`src/rtl/hazard_controller.sv`:
```
// hazard_controller
//   Stall, flush and forwarding control for a 5-stage MIPS pipeline. It also
//   tracks a multi-cycle mul/div unit and keeps a saturating count of stalled
//   cycles for performance measurement.
//
//   Handshake: there is no valid/ready pair. Every control output is a pure
//   combinational function of the current pipeline-register contents plus the
//   mul/div busy state. The pipeline consumes StallF/StallD/FlushE in the same
//   cycle they are produced.
//
// Ports
//   clk, rst_n          clock, asynchronous active-low reset
//   RsD, RtD            sources of the instruction in decode
//   RsE, RtE            sources of the instruction in execute
//   WriteReg{E,M,W}     destinations in E/M/W
//   RegWrite{E,M,W}     register-write enables in E/M/W
//   MemtoReg{E,M}       load flags in E/M
//   BranchD             branch in decode (compare resolved in ID)
//   MulDivD, MfhiloD    MULT/DIV or MFHI/MFLO in decode
//   MulDivE             MULT/DIV in execute (issue event)
//   StatClr             synchronous clear of StallCount
//   StallF, StallD      hold PC and IF/ID
//   FlushE              bubble into ID/EX
//   ForwardAE/BE        ALU operand select: 00 regfile, 10 from M, 01 from W
//   ForwardAD/BD        branch comparator operand from M
//   MdBusy              mul/div counter non-zero
//   StallCount          saturating count of stalled cycles
//   md_state_o          debug view of the mul/div FSM (1 = BUSY)

module hazard_controller #(
  parameter int MD_LATENCY = 4,
  parameter int CNT_W      = 16
) (
  input  logic             clk,
  input  logic             rst_n,
  input  logic [4:0]       RsD,
  input  logic [4:0]       RtD,
  input  logic [4:0]       RsE,
  input  logic [4:0]       RtE,
  input  logic [4:0]       WriteRegE,
  input  logic [4:0]       WriteRegM,
  input  logic [4:0]       WriteRegW,
  input  logic             RegWriteE,
  input  logic             RegWriteM,
  input  logic             RegWriteW,
  input  logic             MemtoRegE,
  input  logic             MemtoRegM,
  input  logic             BranchD,
  input  logic             MulDivD,
  input  logic             MfhiloD,
  input  logic             MulDivE,
  input  logic             StatClr,
  output logic             StallF,
  output logic             StallD,
  output logic             FlushE,
  output logic [1:0]       ForwardAE,
  output logic [1:0]       ForwardBE,
  output logic             ForwardAD,
  output logic             ForwardBD,
  output logic             MdBusy,
  output logic [CNT_W-1:0] StallCount,
  output logic             md_state_o
);

  typedef enum logic {
    MD_IDLE = 1'b0,
    MD_BUSY = 1'b1
  } md_state_e;

  localparam logic [3:0]       MD_RELOAD = 4'(MD_LATENCY - 1);
  localparam logic [CNT_W-1:0] CNT_MAX   = '1;

  md_state_e        state_q, state_d;
  logic [3:0]       md_cnt_q, md_cnt_d;
  logic [CNT_W-1:0] stall_cnt_q, stall_cnt_d;

  logic lwstall;
  logic branchstall;
  logic mdstall;
  logic stall;

  // ---------------------------------------------------------------------------
  // Forwarding. M has priority over W because it holds the younger result.
  // Register 0 is hard-wired to zero and is never forwarded.
  // ---------------------------------------------------------------------------
  always_comb begin
    ForwardAE = 2'b00;
    if (RsE != 5'd0 && RegWriteM && WriteRegM == RsE)      ForwardAE = 2'b10;
    else if (RsE != 5'd0 && RegWriteW && WriteRegW == RsE) ForwardAE = 2'b01;

    ForwardBE = 2'b00;
    if (RtE != 5'd0 && RegWriteM && WriteRegM == RtE)      ForwardBE = 2'b10;
    else if (RtE != 5'd0 && RegWriteW && WriteRegW == RtE) ForwardBE = 2'b01;

    ForwardAD = (RsD != 5'd0) && RegWriteM && (WriteRegM == RsD);
    ForwardBD = (RtD != 5'd0) && RegWriteM && (WriteRegM == RtD);
  end

  // ---------------------------------------------------------------------------
  // Hazard detection. A branch compares in ID, so it must wait for an ALU
  // result still in E, or for load data still in M (not yet forwardable).
  // ---------------------------------------------------------------------------
  always_comb begin
    lwstall     = MemtoRegE && ((RtE == RsD) || (RtE == RtD));
    branchstall = BranchD &&
                  ((RegWriteE && ((WriteRegE == RsD) || (WriteRegE == RtD))) ||
                   (MemtoRegM && ((WriteRegM == RsD) || (WriteRegM == RtD))));
    mdstall     = (MfhiloD || MulDivD) && (MulDivE || MdBusy);
    stall       = lwstall || branchstall || mdstall;
    StallF      = stall;
    StallD      = stall;
    FlushE      = stall;
  end

  // ---------------------------------------------------------------------------
  // Mul/div busy counter. An issue in E always reloads, so the last issue wins.
  // ---------------------------------------------------------------------------
  always_comb begin
    md_cnt_d = md_cnt_q;
    if (MulDivE)               md_cnt_d = MD_RELOAD;
    else if (md_cnt_q != 4'd0) md_cnt_d = md_cnt_q - 4'd1;
  end

  always_ff @(posedge clk or negedge rst_n) begin
    if (!rst_n) md_cnt_q <= 4'd0;
    else        md_cnt_q <= md_cnt_d;
  end

  // ---------------------------------------------------------------------------
  // Mul/div FSM: state register / next-state / outputs.
  // With MD_LATENCY=1 the counter never leaves 0, so the FSM stays IDLE.
  // ---------------------------------------------------------------------------
  always_ff @(posedge clk or negedge rst_n) begin
    if (!rst_n) state_q <= MD_IDLE;
    else        state_q <= state_d;
  end

  always_comb begin
    state_d = state_q;
    unique case (state_q)
      MD_IDLE: if (MulDivE && (MD_LATENCY > 1)) state_d = MD_BUSY;
      MD_BUSY: if (md_cnt_d == 4'd0)            state_d = MD_IDLE;
      default:                                  state_d = MD_IDLE;
    endcase
  end

  always_comb begin
    MdBusy     = (md_cnt_q != 4'd0);
    md_state_o = (state_q == MD_BUSY);
  end

  // ---------------------------------------------------------------------------
  // Stall-cycle counter: clear beats increment, and it sticks at all-ones.
  // ---------------------------------------------------------------------------
  always_comb begin
    stall_cnt_d = stall_cnt_q;
    if (StatClr)                            stall_cnt_d = '0;
    else if (stall && stall_cnt_q != CNT_MAX) stall_cnt_d = stall_cnt_q + 1'b1;
  end

  always_ff @(posedge clk or negedge rst_n) begin
    if (!rst_n) stall_cnt_q <= '0;
    else        stall_cnt_q <= stall_cnt_d;
  end

  assign StallCount = stall_cnt_q;

endmodule

```
`config.mk`:
```
export PLATFORM = sky130hd
export DESIGN_NAME = hazard_controller
export DESIGN_NICKNAME = d
export VERILOG_FILES = /design/src/rtl/hazard_controller.sv
export SDC_FILE = /design/constraint.sdc
export NUM_CORES = 1
export LEC_CHECK = 0
export BUFFER_PORTS_ARGS = -buffer_cell sky130_fd_sc_hd__buf_2
export CAP_MARGIN = 20
export CORE_UTILIZATION = 51
export DETAILED_ROUTE_END_ITERATION = 10
export PLACE_DENSITY = 0.79
export SLEW_MARGIN = 0
export SYNTH_ARGS = -nofsm -noshare
export SYNTH_HDL_FRONTEND = slang
export SYNTH_SLANG_ARGS = --single-unit
export TNS_END_PERCENT = 5
```
`constraint.sdc`:
```
create_clock -name clk -period 3.2 [get_ports clk]
set_input_delay 0.16 -clock clk [delete_from_list [all_inputs] [get_ports clk]]
set_output_delay 0.16 -clock clk [all_outputs]
set_load 0.005 [all_outputs]
```
==> metrics.csv <==
stage,metric,value,unit
status,status,"complete, no violations",
pwr,ir_worst_vdd,0.123,mV
layout,syn_to_final_growth,18.3,%
global_route,grt_max_degree,31,
pwr,p_seq_share,41.4,%
global_route,grt_usage,21.3,%
pwr,power_switching,0.228,mW
worst_setup_path,r2r-start,md_cnt_q[0],
timing,finalSetupViolCount,0,
floorplanning,io_pins,74,
global_route,grt_first_pass_wirelength,7310,um
synthesis,synth_common_cells,"xnor2_1, dfrtp_1, nor2_1, nand2_1, nor2b_1",
worst_setup_path,cp_slowest_cell,a31oi_4,
drt,drt_iter0_drc,124,
clock_tree,cts_root_buf,clkbuf_8,
worst_setup_path,worstRegToRegCells,8,
global_route,antenna_found_initial,0,
floorplanning,dieArea,4480,um^2
global_route,first_global_vias,1691,
clock_tree,cts_setup_buffers,0,
timing,tns,0,ps
layout,num_antenna_cells,0,
worst_setup_path,max_stage_delay,500,ps
timing,period_needed,2630,ps
pwr,internal_power,0.479,mW
placement,dp.cells,343,
synthesis,synthCells,235,
clock_tree,htreeDepth,1,
drt,wire_per_inst,13.2,um
worst_setup_path,cp.arrival,2470,ps
drt,drt_wl_total,4590,um
drt,drc,0,
clock_tree,cts_tree,done,
pwr,leakage,1.09,nW
worst_setup_path,critPathBufInv,2,
floorplanning,std_cell_rows,23,
clock_tree,cts_buffers,3,
floorplanning,die_y,66.9,um
floorplanning,die_x,66.9,um
timing,grt_setup_unrepaired,false,
drt,antenna_left,0,
floorplanning,coreArea,4030,um^2
worst_setup_path,critPathTopFamily,compound AO/OA/AOI/OAI gates,
worst_setup_path,r2r_setup_slack,710,ps
min_path,holdPathStages,2,
clock_tree,clk_pin_slew_worst_paths,70,ps
worst_setup_path,cp.required,3040,ps
synthesis,async_reset_ff_share,100,%
worst_setup_path,crit_path_max_fanout,18,
synthesis,synth_flop_cell,dfrtp_1,
clock_tree,numClockSinks,21,
timing,max_slew_margin,60.4,%
timing,fin_crit_sh,82.3,%
pwr,comb_power_share,33.6,%
pwr,switching_share,32.2,%
worst_setup_path,start_kind,flip-flop,
synthesis,yosys.area.top_type,dfrtp_1,
worst_setup_path,path_cells,"inv_1, ha_1, or3b_1, o22ai_2, o21ai_2, a31oi_4, nand2_1, buf_2",
timing,fmax,0.380,GHz
pwr,power_density,278,nW/um^2
synthesis,synth-seq-cells,21,
worst_setup_path,critPathCaptureType,output pin,
synthesis,syn_avg_cell_area,9.14,um^2
clock_tree,clock_latency,270,ps
timing,skew,7.79,ps
layout,final_util,63.1,%
job,cap_viol_max_count,0,
synthesis,yosys-top-cells-area,"dfrtp_1, xnor2_1, mux2_1",
layout,drive_gt1_share,34.2,%
worst_setup_path,crit_type,flip-flop to output pin,
synthesis,yosysUniqueCellTypes,53,
synthesis,synth_top_area_share,24.5,%
synthesis,synth_edf_count,0,
global_route,grt_overflow,0,
min_path,hold_start,MulDivE,
pwr,power_frac_clock,25.0,%
synthesis,synth_warnings,0,
drt,viasPerCell,5.46,
min_path,hold_class,input port to flip-flop,
min_path,hold_end,md_cnt_q[3],
drt,num_vias,1900,
timing,hold_viol_final,0,
synthesis,seq_area_frac_synth,24.5,%
synthesis,synthMostInstantiatedCell,xnor2_1,
drt,drt_pass1_iterations,4,
synthesis,syn-cell-area,2150,um^2
floorplanning,floorplan.initialDensity,53.3,%
placement,place_congestion,0.814,
layout,finalNonFillerCells,348,
timing,worst_pin_slew,595,ps
timing,finalMaxSlewViolations,0,
placement,place_hpwl,3630,um
layout,fin_nets,348,
clock_tree,clk_path_buf_depth,2,
synthesis,synth_nets,284,
placement,portBuffers,73,
worst_setup_path,r2r_end,StallCount[2],
-- worst register-to-register path, cell delays in order, from the launching register on --
cell and delay, ps:
dfrtp_1 370, inv_1 90, ha_1 210, or3b_1 450
o22ai_2 150, o21ai_2 90, a31oi_4 500, a211oi_1 180
mux2_1 340
-- stage by stage --
stage / setup WS, ps / hold WS, ps / area [um^2] / total power [mW]
after CTS: 562 / 138 / 2540 / 0.715
after detailed placement: 707 / 154 / 2490 / 0.535
final: 567 / 139 / 2540 / 0.706
after global placement: 766 / 153 / 2490 / 0.531
after floorplan: 953 / -136 / 2150 / 0.457
after global routing: 360 / 151 / 2540 / 0.749
-- layer usage --
layer	vias to the layer above	global-route usage, %	routed length (um)
li1	955	-	-
met1	885	25.8	2110
met2	55	38.0	2230
met3	5	2.23	179
met4	0	7.71	64
met5	-	0	0
-- layout make-up --
type	instances	area, um^2
tap	50	62.6
fill	348	1490
clock buffer	4	45.0
inverter	3	11.3
sequential	21	526
multi-input combinational	196	1520
timing repair buffer	74	375
-- logic make-up after synthesis --
group / share of synthesized area, %
fa+ha+maj: 1.16
mux: 7.98
compound gates: 15.0
buf+inv: 4.72
xor+xnor: 20.8
simple gates: 25.9
flops: 24.5
-- how the worst max path moves through the flow --
stage	startpoint	to	slack (ps)	cells past startpoint
final	md_cnt_q[0]	StallF	570	8
after floorplan	md_cnt_q[0]	StallCount[5]	950	10
after CTS	md_cnt_q[0]	StallF	560	8
after detailed placement	md_cnt_q[0]	StallCount[2]	710	8
after global placement	md_cnt_q[0]	StallCount[13]	770	8
after global routing	md_cnt_q[0]	StallD	360	8
-- registers in the layout, indices dropped and copies added (netlist names) --
signal and cells:
md_state_o 1, StallCount 16, md_cnt_q 4
-- power groups by stage --
| stage | Sequential, mW | Combinational [mW] | Clock [mW] |
|---|---|---|---|
| 2_1_floorplan | 0.295 | 0.162 | 0 |
| 3_3_place_gp | 0.296 | 0.235 | 0 |
| 3_5_place_dp | 0.297 | 0.238 | 0 |
| 4_1_cts | 0.292 | 0.240 | 0.184 |
| 5_1_grt | 0.294 | 0.262 | 0.194 |
| 6_report | 0.292 | 0.238 | 0.177 |
-- what timing repair did --
| action | CTS | global route |
|---|---|---|
| hold endpoints to repair | 21 | 0 |
| gates resized for setup | 0 | 0 |
| hold buffers | 1 | 0 |
-- layout by cell type (no fill, tap or decap), types with 5 or more instances in the layout --
master,instances
a211oi_1,6
nor2b_1,12
nor4_1,5
xnor2_1,41
buf_2,73
xor2_1,10
nor2_1,17
dfrtp_1,21
mux2_1,9
nand4_1,8
nand2_1,16
nand2b_1,5
a21oi_1,5
Note: power is estimated with default switching activity, not from simulation.
